**config.mk**
```make
export PLATFORM = sky130hd
export DESIGN_NAME = jk_excitation_sequencer
export DESIGN_NICKNAME = d
export VERILOG_FILES = /design/src/rtl/jk_excitation_sequencer.sv
export SDC_FILE = /design/constraint.sdc
export NUM_CORES = 1
export LEC_CHECK = 0
export ABC_AREA = 0
export BUFFER_PORTS_ARGS = -buffer_cell sky130_fd_sc_hd__buf_2
export CORE_ASPECT_RATIO = 1.4
export CORE_MARGIN = 5
export CORE_UTILIZATION = 50
export CTS_CLUSTER_SIZE = 20
export DETAILED_ROUTE_END_ITERATION = 7
export GPL_ROUTABILITY_DRIVEN = 0
export HOLD_SLACK_MARGIN = 0.08
export PLACE_DENSITY = 0.82
export SETUP_SLACK_MARGIN = 0.4
export SKIP_LAST_GASP = 1
export SLEW_MARGIN = 20
export SYNTH_ARGS = -nofsm -noshare
export SYNTH_HDL_FRONTEND = slang
export SYNTH_SLANG_ARGS = --single-unit
```
**constraint.sdc**
```tcl
create_clock -name clk -period 3.8 [get_ports clk]
set_clock_uncertainty 0.05 [all_clocks]
set_input_delay 0.57 -clock clk [delete_from_list [all_inputs] [get_ports clk]]
set_output_delay 0.57 -clock clk [all_outputs]
set_load 0.05 [all_outputs]
```
**src/rtl/jk_excitation_sequencer.sv**
```systemverilog
// JK excitation sequencer: drives J/K/enable of an external negedge JK bank
// until its readback matches a captured target, retrying up to MAX_RETRY
// times, and reports the result through a start/busy/done/error handshake.

// Per-bit excitation: the bit is held unless it differs from the target.
// When it differs, set/reset mode drives it straight to the target value
// and toggle mode flips it.
module jk_exc_lane (
  input  logic q,
  input  logic t,
  input  logic md,
  output logic jn,
  output logic kn
);
  logic diff;

  // Combinational J/K for one bit
  always_comb begin
    diff = q ^ t;
    jn   = diff & (md | t);
    kn   = diff & (md | ~t);
  end
endmodule

module jk_excitation_sequencer #(
  parameter int W         = 4,
  parameter int MAX_RETRY = 2
) (
  input  logic         clk,
  input  logic         rst,
  input  logic         start,
  input  logic         mode,
  input  logic [W-1:0] target,
  input  logic [W-1:0] q_fb,
  output logic [W-1:0] j,
  output logic [W-1:0] k,
  output logic         ff_enable,
  output logic         busy,
  output logic         done,
  output logic         error,
  output logic [3:0]   attempts
);
  localparam logic [2:0] S_IDLE  = 3'd0;
  localparam logic [2:0] S_LOAD  = 3'd1;
  localparam logic [2:0] S_APPLY = 3'd2;
  localparam logic [2:0] S_CHECK = 3'd3;
  localparam logic [2:0] S_FIN   = 3'd4;

  logic [2:0]   state;
  logic [W-1:0] tgt;
  logic         md;
  logic [3:0]   retry;
  logic [W-1:0] j_nxt, k_nxt;
  logic         match;

  assign match = (q_fb == tgt);

  // One excitation lane per bank bit
  genvar gi;
  generate
    for (gi = 0; gi < W; gi++) begin : g_lane
      jk_exc_lane u_lane (
        .q  (q_fb[gi]),
        .t  (tgt[gi]),
        .md (md),
        .jn (j_nxt[gi]),
        .kn (k_nxt[gi])
      );
    end
  endgenerate

  // Sequencer FSM; every output is registered. J/K/enable default to 0 and
  // are only loaded on the edge that enters APPLY, so the bank sees a single
  // enable cycle per attempt, computed from q_fb sampled on that edge.
  always_ff @(posedge clk or negedge rst) begin
    if (!rst) begin
      state     <= S_IDLE;
      tgt       <= '0;
      md        <= 1'b0;
      retry     <= '0;
      j         <= '0;
      k         <= '0;
      ff_enable <= 1'b0;
      busy      <= 1'b0;
      done      <= 1'b0;
      error     <= 1'b0;
      attempts  <= '0;
    end else begin
      j         <= '0;
      k         <= '0;
      ff_enable <= 1'b0;
      case (state)
        S_IDLE: begin
          done  <= 1'b0;
          error <= 1'b0;
          busy  <= 1'b0;
          if (start) begin
            tgt      <= target;
            md       <= mode;
            retry    <= '0;
            attempts <= '0;
            busy     <= 1'b1;
            state    <= S_LOAD;
          end
        end
        S_LOAD: begin
          if (match) begin
            done  <= 1'b1;
            error <= 1'b0;
            state <= S_FIN;
          end else begin
            j         <= j_nxt;
            k         <= k_nxt;
            ff_enable <= 1'b1;
            attempts  <= attempts + 4'd1;
            state     <= S_APPLY;
          end
        end
        S_APPLY: state <= S_CHECK;
        S_CHECK: begin
          if (match) begin
            done  <= 1'b1;
            error <= 1'b0;
            state <= S_FIN;
          end else if (retry < 4'(MAX_RETRY)) begin
            retry     <= retry + 4'd1;
            j         <= j_nxt;
            k         <= k_nxt;
            ff_enable <= 1'b1;
            attempts  <= attempts + 4'd1;
            state     <= S_APPLY;
          end else begin
            done  <= 1'b1;
            error <= 1'b1;
            state <= S_FIN;
          end
        end
        S_FIN: begin
          done  <= 1'b0;
          error <= 1'b0;
          busy  <= 1'b0;
          state <= S_IDLE;
        end
        default: state <= S_IDLE;
      endcase
    end
  end
endmodule

```
# Word-level counts from Yosys, hierarchy flattened
# Index checks and enable logic that the tools add are counted.
# Widths: inputs -> output; s select.
dict set report totals {
  input_bits 12
  regBits 28
  elab_cells 93
  output_inout_bits 16
}
dict set report op_classes {
  addsub 2
  n_lt_le_gt_ge 1
  n_eq_ne 11
  muxes 34
  bitwise_logic 24
  n_reduce_logical 10
}
# cell n
set ops {}
lappend ops {{$mux 4} 12}
lappend ops {{$pmux 4 s2} 3}
lappend ops {{$mux 3} 4}
lappend ops {{$pmux 3 s4} 1}
lappend ops {{$pmux 4 s3} 1}
lappend ops {{$ne 2x2->1 const B} 5}
lappend ops {{$mux 1} 9}
lappend ops {{$add 4x1->4 const B} 2}
lappend ops {{$and 1x1->1} 8}
lappend ops {{$or 1x1->1} 8}
lappend ops {{$eq 3x2->1 const B} 2}
lappend ops {{$pmux 1 s3} 2}
lappend ops {{$reduce_bool 3->1} 2}
lappend ops {{$reduce_and 5->1} 1}
lappend ops {{$eq 4x4->1} 1}
lappend ops {{$lt 4x2->1 const B} 1}
lappend ops {{$not 1->1} 4}
lappend ops {{$pmux 1 s2} 2}
lappend ops {{$reduce_and 4->1} 1}
lappend ops {{$reduce_bool 2->1} 2}
lappend ops {{$xor 1x1->1} 4}
lappend ops {{$eq 3x1->1 const B} 1}
lappend ops {{$eq 3x3->1 const B} 1}
lappend ops {{$logic_not 3->1} 1}
lappend ops {{4 further kinds} 4}

# Longest topological paths before layout
# Gate-level depths: netlist (run 1).
dict set report logic_depth {
  word_depth 6
  ltp_mapped 6
  mapped_depth_nobuf 5
}

# Hierarchy
# Synthesis (run 1) repeated with hierarchy kept, for this count alone.
dict set report unflattened {
  cells_unflattened 126
  hier_area_um2 1352.5
}
# module seq_area_each_um2 cells_per_inst area_per_inst_um2 n_inst
set modules_own_cells {}
lappend modules_own_cells {jk_excitation_sequencer 700.7 106 1217.4 1}
lappend modules_own_cells {jk_exc_lane 0.0 5 33.8 4}

# Worst setup path after synthesis (run 1)
# OpenSTA, ideal clock, no wires.
dict set report synth_path {
  path_type {in2reg}
  from {input q_fb[1]}
  to {register retry[0]}
  slack_ns 2.081
  setup_ns 0.124
  stages 5
  arrival_ns 1.546
  path_buffers 1
  required_time_ns 3.626
  path_cell_list {xor2_1 nor4_4 buf_6 nor4b_1 a211o_1}
}
dict set report synth_between {
  elab_chain_len 3
}
# element line
set synth_rtl {}
lappend synth_rtl {{start, declared} 34} ;# input logic [W-1:0] q_fb,
lappend synth_rtl {{$eq 4x4->1} 56} ;# assign match = (q_fb == tgt);
lappend synth_rtl {{$ne 2x2->1 (no source line)} n/a}
lappend synth_rtl {{$reduce_and 4->1 (no source line)} n/a}
lappend synth_rtl {{end signal, assigned} 126} ;# retry <= retry + 4'd1;
lappend synth_rtl {{end, declared} 52} ;# logic [3:0] retry;
# No other way between the ends.
# A chain may end at the register's enable or synchronous reset.

# Worst setup path in the final report (run 1)
dict set report layout_path {
  from {register tgt[0]}
  to {register attempts[1]}
}
dict set report layout_between {
  elab_chain_len 3
  elab_cells_between_ends 4
  classes_between {eq/ne (3); reduce/logical (1)}
}
# element line
set layout_rtl {}
lappend layout_rtl {{start, declared} 50} ;# logic [W-1:0] tgt;
lappend layout_rtl {{start signal, assigned} 98} ;# tgt <= target;
lappend layout_rtl {{$eq 4x4->1 (*)} 56}
lappend layout_rtl {{$ne 2x2->1 (no source line)} n/a}
lappend layout_rtl {{$reduce_and 5->1 (no source line) (*)} n/a}
lappend layout_rtl {{end signal, assigned} 115} ;# attempts <= attempts + 4'd1;
lappend layout_rtl {{end signal, assigned} 130} ;# attempts <= attempts + 4'd1;
lappend layout_rtl {{end, declared} 41} ;# output logic [3:0] attempts
# Every way passes the cells marked *; elsewhere a longest branch is shown, timed or not.

==> results of run 1 <==
[logic make-up after synthesis]
kind of cell / share of synthesized area, %
and+or+nand+nor: 22.0
muxes: 2.21
xor gates and xnor gates: 2.58
buffers and inverters: 3.87
DFF: 51.6
AOI/OAI and AO/OA: 15.9
adders and majority gates: 1.84
[layout by cell type (no fill, tap or decap), types with 2 or more instances in the layout]
master / count
nor2b_1: 6
a211o_1: 2
nand3_1: 2
dfrtp_1: 28
nor2_1: 14
xor2_1: 4
a32o_1: 2
inv_1: 5
ha_1: 2
clkbuf_4: 3
mux2i_1: 3
and2b_1: 3
buf_2: 27
or2_2: 3
a21oi_1: 11
nand2_1: 18
[flip-flops by register name, indices dropped and copies added (netlist names)]
register	flops
tgt	4
j	4
busy	1
error	1
k	4
done	1
state	3
md	1
retry	4
ff_enable	1
attempts	4
[power by group]
group,internal [W],leakage (nW),switching (W),total (W)
clock,0.0000586,0.0210,0.0000847,0.000143
combinational,0.000247,0.404,0.000511,0.000758
sequential,0.000415,0.361,0.000119,0.000534
[per-stage QoR]
stage	setup WS [ps]	cell area, um^2	hold WS, ps	instances
after floorplan	2080	1360	224	130
after global placement	1560	1520	407	189
after detailed placement	1460	1520	442	189
after CTS	1730	1550	198	193
after global routing	1580	1550	218	193
final	1730	1550	175	193
[final cells by class]
class,count,area (um^2)
clock buffer,4,36.3
inverter,6,22.5
fill,228,1060
sequential,28,701
tap,36,45.0
multi-input combinational,91,604
timing repair buffer,28,143
[path summary, 6_finish.rpt]
| path | start | to | slack [ps] | cells past startpoint |
|---|---|---|---|---|
| max | tgt[0] | attempts[1] | 1730 | 5 |
| min | rst | j[3] | 180 | 1 |
| max reg2reg | tgt[0] | attempts[1] | 1730 | 5 |
| min reg2reg | busy | busy | 460 | 1 |
| max in group asynchronous | rst | attempts[2] | 3130 | 1 |
| min in group clk | mode | md | 370 | 3 |
[worst max-delay path, cell delays in order (launching register included)]
cell and delay (ps):
dfrtp_1 440, xor2_1 200, nor4_4 660, a211o_1 390
inv_2 60, o2bb2ai_1 140
[routing by layer]
| metal | vias up | part of all wire [%] |
|---|---|---|
| met3 | 4 | 4.7 |
| met5 | - | 0 |
| met2 | 25 | 52 |
| met1 | 487 | 42 |
| li1 | 498 | - |
| met4 | 0 | 1.2 |
==> flow_summary.toml, run 1 <==
[outcome]
status = "finished clean"

[floorplan]
core_area_mm2 = 0.00262
rows = 22
die_y_um = 71.7
ios = 28
dieArea_mm2 = 0.00387
die_w_um = 54.0
start_util_pct = 51.9

[cts]
cts_hold_buf = 0
clk_pin_slew_ps = 150
htreeDepth = 1
cts.sinks = 28
root_buffer = "clkbuf_4"
cts_buffers = 3
insertion_delay_ps = 320
postCtsResizedCells = 0
cts_tree = "yes"
cts_setup_buffers = 0
cts_max_path_buffers = 2

[logic_synthesis]
synth_enable_flop_cells = 0
ys.flop_type = "dfrtp_1"
netlist_area_mm2 = 0.00136
netlist.top_cell.by_area = "dfrtp_1"
syn-num-nets = 144
yosys.area.top_type_share_pct = 51.6
synth_seq_cells = 28
yosysWarnings = 0
synth_common_cells = "28 x dfrtp_1, 18 x nand2_1, 14 x nor2_1, 11 x a21oi_1, 6 x nor2b_1"
async_reset_ff_share_pct = 100
synth_seq_area_share_pct = 51.6
synth.most_common_cell = "dfrtp_1"
synth_cell_types = 39
postSynthCellCount = 130
syn_avg_cell_area_um2 = 10.4
synthTopCellsByArea = "dfrtp_1 52%, nand2_1 5.0%, a21oi_1 4.1%"

[pwr]
p_leak_nw = 0.786
peakVddDrop_uv = 598
powerDensity_mw_per_mm2 = 925
power.total_w = 0.00144

[grt]
grt-ovfl-total = 0
grt_pass1_wl_um = 4500
grt_max_degree = 29
grtUsageTotal_pct = 15.6
top_usage_layer = "met2"
first_global_vias = 1018
grtUsageMet3_pct = 2.29
antenna_found_initial = 0
use_met1_pct = 19.6
grtUsageMet2_pct = 26.1

[sta]
finalCritPeriodShare_pct = 54.4
setup_viol = 0
rsz0062_at_grt = "false"
maxSlewViolCount = 0
max_freq_mhz = 484
slew_headroom_pct = 52.6
worst-slew-pin-transition_ps = 706
period_minus_slack_ps = 2070
fin_setup_tns_ps = 0
hold_viol = 0

[critical_path]
arrival_ps = 2230
worst-endpoint-required_ps = 3960
critPathCaptureType = "flip-flop"
startpoint_type = "flip-flop"
crit_fanout = 12
critPathKind = "flip-flop to flip-flop"

[detailed_routing]
first_pass_iters = 4
avgViaCountPerCell = 5.25
dr.first_iter.drc_count = 23
ant_nets = 0
drt-total-wl_um = 2640
vias = 1014
drc = 0
detail_route.wl_per_cell_um = 13.7

[layout]
nNetsFinal = 172
syn_to_final_growth_pct = 14.3
drive_gt1_share_pct = 27.4
fin_util_pct = 59.3
n_antenna_cell = 0

[hold_path]
hp-class = "input pin to asynchronous set/reset pin"

[job]
drv_cap = 0

[placement]
port_buffers = 27
dpl.hpwl_um = 2040
No activity file was read; power rests on OpenSTA's default activity.
==> run 2: changes to the inputs <==
Settings changed: CORE_UTILIZATION 50 to 48.
Clock period 3.8 ns to 1.69 ns, I/O delays scaled along.
==> run 2 against run 1 <==
Flip-flop and latch count unchanged. Sequential share of layout area is 7.9 points lower. Maximum frequency rose by 24%. Core utilization rose by 12 points. Total power grew to 2.8 times the previous value. Worst hold slack improved by 55 ps. Register-to-register slack worse by 1700 ps. Critical path depth unchanged. Non-clock buffer count rose by 21. Global-route usage is 2.8 points higher. Critical path type unchanged.
==> flow_summary.toml, run 2 (same netlist as run 1, synthesis figures left out) <==
[critical_path]
r2r_cells = 5
critPathKind = "flip-flop to flip-flop"
worst-endpoint-required_ps = 1890
startpoint_type = "flip-flop"
r2r_slack_ps = 20
crit_fanout = 5
r2r-start = "tgt[2]"
arrival_ps = 1870
r2r-end = "error"
critPathCaptureType = "flip-flop"

[sta]
maxSlewViolCount = 0
period_minus_slack_ps = 1670
hold_viol = 0
finalCritPeriodShare_pct = 98.8
worst-slew-pin-transition_ps = 618
rsz0062_at_grt = "true"
slew_headroom_pct = 58.8
setup_viol = 0
max_freq_mhz = 599

[pwr]
powerDensity_mw_per_mm2 = 2080
p_leak_nw = 0.912
power.total_w = 0.00395
peakVddDrop_uv = 1410

[layout]
final_cell_mix = "22 x dfrtp_1, 20 x buf_2, 15 x buf_4"
fillers = 199
drive_gt1_share_pct = 43.8
n_antenna_cell = 0
nNetsFinal = 193
instances_no_fill = 214
layout_commonest_cell = "dfrtp_1"
multi_input_area_um2 = 711
seqCellArea_um2 = 708
syn_to_final_growth_pct = 39.8

[grt]
antenna_found_initial = 0
first_global_vias = 1166
grtUsageTotal_pct = 18.4
grt_max_degree = 29
grt_pass1_wl_um = 5450
grt-ovfl-total = 0

[detailed_routing]
drc = 0
vias = 1129
dr.first_iter.drc_count = 23
detail_route.wl_per_cell_um = 15.7
ant_nets = 0
avgViaCountPerCell = 5.28
drt-total-wl_um = 3360
first_pass_iters = 4

[floorplan]
core_area_mm2 = 0.00267
start_util_pct = 50.8
die_w_um = 54.9
dieArea_mm2 = 0.00401
die_y_um = 72.9
rows = 22
ios = 28

[hold_path]
min_path_cells = 4
hp-class = "input pin to flip-flop"
min_from = "q_fb[1]"
min_to = "j[1]"

[cts]
insertion_delay_ps = 340
htreeDepth = 1
cts_tree = "yes"
cts_buffers = 3
cts_max_path_buffers = 2
cts.sinks = 28
clk_pin_slew_ps = 160
root_buffer = "clkbuf_4"

[outcome]
status = "finished clean"

[placement]
port_buffers = 27
dpl.hpwl_um = 2170
placed_cells_incl_taps = 196

[job]
drv_cap = 0
==> run 2: cell count changes in the layout (fill, tap and decap cells not counted), moves of 4 or more <==
cell / change
xor2_1: -4
dlygate4sd3_1: +6
buf_2: -7
dfrtp_1: -6
buf_4: +14
xor2_2: +4
nand2_1: -5
dfrtp_2: +6
buf_6: +7
==> run 2: final cells by class <==
cell class	instances	share of cell area [%]
sequential	28	37.3
timing repair buffer	49	18.9
tap	36	2.37
inverter	6	1.19
clock buffer	3	1.19
multi-input combinational	91	37.4
clock inverter	1	1.58
==> run 2: worst max-delay path, stage by stage, from the launching register on <==
cell and delay [ps]:
dfrtp_2 470, xor2_2 170, nor4_4 390, buf_6 190
nand2_1 80, a32o_1 230
==> run 2: repair_timing <==
item                       CTS  global route
gates resized for setup     18            15
hold endpoints to repair    33             0
pin swaps                   13             4
hold buffers                 6             0
setup endpoints to repair   34            36
cloned                       1             0
buffers inserted             5             2
==> run 2: how the worst max path moves through the flow <==
stage | from | endpoint | slack, ps | cells past startpoint
finish | tgt[2] | error | 20 | 5
global route | tgt[2] | error | -30 | 5
global placement | tgt[2] | attempts[1] | 110 | 5
floorplan | tgt[2] | error | 160 | 5
detailed placement | tgt[2] | attempts[1] | 30 | 5
CTS | tgt[1] | error | 60 | 5
==> run 2: routing by layer <==
metal  GRT usage [%]  routed length, um  up-vias
li1                -                  -      539
met1            21.8               1240      550
met2            32.9               1920       33
met3            2.45                137        7
met4            5.95                 58        0
met5               0                  0        -
==> run 2: power breakdown <==
group          leakage (nW)  switching [W]  internal [W]
Combinational         0.530        0.00139      0.000902
Clock                0.0279       0.000207      0.000240
Sequential            0.354       0.000266      0.000947
Total                 0.912        0.00186       0.00209
==> run 2: metrics by stage <==
step                      setup WS [ps]  utilization [%]  TNS (ps)  hold slack [ps]  cell area [um^2]
final                              20.7             71.1         0              230              1900
after global routing              -31.1             71.1     -31.1              260              1900
after CTS                          58.2             68.7         0              232              1830
after detailed placement           29.6             60.4         0              249              1610
after global placement              109             60.4         0              242              1610
after floorplan                     156                -         0            -92.1              1410
==> run 3: changes to the inputs <==
Settings changed: CELL_PAD_IN_SITES_DETAIL_PLACEMENT set to 0, CELL_PAD_IN_SITES_GLOBAL_PLACEMENT set to 2, CORE_UTILIZATION 48 to 30, PLACE_DENSITY 0.82 to unset, PLACE_DENSITY_LB_ADDON set to 0.1.
==> run 3 against run 2 <==
Flip-flop and latch count did not move. Cell area fell by 1.7%. Global-route usage fell by 6.7 points. Sequential power barely moved. Critical path type unchanged. Critical path depth did not move. Worst setup slack improved by 99 ps. Worst hold slack got worse by 110 ps. Clock-buffer cell count rose by 1.
==> flow_summary.toml, run 3 (same netlist as run 1, synthesis figures left out) <==
[detailed_routing]
maxUsedRoutingLayer = "met4"
vias = 1056
drc = 0
m1WireLength_um = 1230
avgViaCountPerCell = 4.47
detail_route.wl_per_cell_um = 13.3
first_pass_iters = 2
drt-total-wl_um = 3130
dr.first_iter.drc_count = 21
wl_met3_um = 114
dr_wl_met2_um = 1760
ant_nets = 0

[grt]
grt_max_degree = 29
grt_pass1_wl_um = 5260
grtUsageTotal_pct = 11.7
antenna_found_initial = 0
first_global_vias = 1169
grt-ovfl-total = 0

[pwr]
p_sw_share_pct = 47.5
powerDensity_mw_per_mm2 = 2050
p_clk_share_pct = 9.8
p_seq_share_pct = 31.3
p_int_w = 0.00201
pwr-share-comb_pct = 58.9
p_leak_nw = 0.885
peakVddDrop_uv = 777
p_switching_w = 0.00182

[layout]
n_antenna_cell = 0
syn_to_final_growth_pct = 37.4
nNetsFinal = 189
drive_gt1_share_pct = 46.0
instances_no_fill = 236
final_cell_mix = "25 x buf_2, 23 x dfrtp_1, 18 x nand2_1"
layout_commonest_cell = "buf_2"

[floorplan]
dieArea_mm2 = 0.00599
core_area_mm2 = 0.00446
ios = 28
die_w_um = 66.9
start_util_pct = 30.4
rows = 29
die_y_um = 89.6

[outcome]
status = "finished clean"

[sta]
fin_setup_tns_ps = 0
worst-slew-pin-transition_ps = 665
period_minus_slack_ps = 1570
maxSlewViolCount = 0
finalCritPeriodShare_pct = 92.9
slew_headroom_pct = 55.7
rsz0062_at_grt = "true"
hold_viol = 0
setup_viol = 0
max_freq_mhz = 637

[cts]
cts_buffers = 3
root_buffer = "clkbuf_8"
insertion_delay_ps = 270
cts_max_path_buffers = 2
htreeDepth = 1
clk_pin_slew_ps = 100
cts.sinks = 28
cts_tree = "yes"

[critical_path]
critPathMaxStageDelay_ps = 410
startpoint_type = "flip-flop"
worst-endpoint-required_ps = 1810
arrival_ps = 1690
crit_family = "flip-flops"
crit_fanout = 6
cp_slowest_cell = "dfrtp_1"
path_buf_inv = 1
crit_path_cell_trace = "xor2_2 -> nor4_4 -> buf_6 -> o32ai_2 -> a32o_1"
critPathKind = "flip-flop to flip-flop"
critPathCaptureType = "flip-flop"

[placement]
dpl.hpwl_um = 2360
port_buffers = 27
placed_cells_incl_taps = 225

[job]
drv_cap = 0

[hold_path]
hp-class = "input pin to flip-flop"
## run 3: cell types whose count changed in the layout (fill, tap and decap cells not counted), sizes merged
cell         previous run  this run
dlygate4sd3             6         1
clkbuf                  4         6
bufinv                  1         0
## run 3: per-stage QoR
| step | utilization, % | setup WS (ps) | area (um^2) | hold slack [ps] | total power (W) |
|---|---|---|---|---|---|
| global placement | 37.4 | 95.6 | 1670 | 269 | 0.00314 |
| global route | 41.8 | 19.9 | 1870 | 119 | 0.00411 |
| floorplan | - | 156 | 1410 | -92.1 | 0.00264 |
| CTS | 40.8 | 126 | 1820 | 109 | 0.00377 |
| finish | 41.8 | 120 | 1870 | 117 | 0.00382 |
| detailed placement | 37.4 | 44.2 | 1670 | 283 | 0.00316 |
## run 3: power by group through the flow
stage	Sequential [W]	Combinational [W]	Clock (W)
6_report	0.00120	0.00225	0.000375
5_1_grt	0.00124	0.00245	0.000418
2_1_floorplan	0.00163	0.00101	0
3_5_place_dp	0.00122	0.00194	0
3_3_place_gp	0.00120	0.00193	0
4_1_cts	0.00120	0.00217	0.000400
## run 3: repair_timing
item	CTS	global route
gates resized for setup	11	13
setup endpoints to repair	27	30
setup buffers	5	1
pin swaps	7	4
hold buffers	1	0
hold endpoints to repair	28	0
## run 3: worst paths after layout
check,to,from,slack [ps],cells after the start
max,error,tgt[1],120,5
min reg2reg,busy,busy,440,1
max reg2reg,error,tgt[1],120,5
min in group asynchronous,done,rst,490,2
max in group asynchronous,state[1],rst,630,2
min,tgt[0],target[0],120,3
## run 3: layout make-up
| cell class | instances | area [um^2] |
|---|---|---|
| inverters | 6 | 25.0 |
| fillers | 446 | 2600 |
| well taps | 62 | 77.6 |
| flip-flops and latches | 28 | 707 |
| repair buffers | 45 | 293 |
| clock buffers | 4 | 45.0 |
| multi-input cells | 91 | 718 |
## run 3: worst register-to-register path, cell delays in order, from the launching register on
cell and delay [ps]:
dfrtp_1 410, xor2_2 170, nor4_4 350, buf_6 190, o32ai_2 90, a32o_1 210
## run 3: per-layer routing
metal  vias to the layer above  GRT usage (%)
met5                         -              0
met4                         0           4.43
met3                         2           2.12
met2                        15           22.9
met1                       513           12.1
li1                        526              -
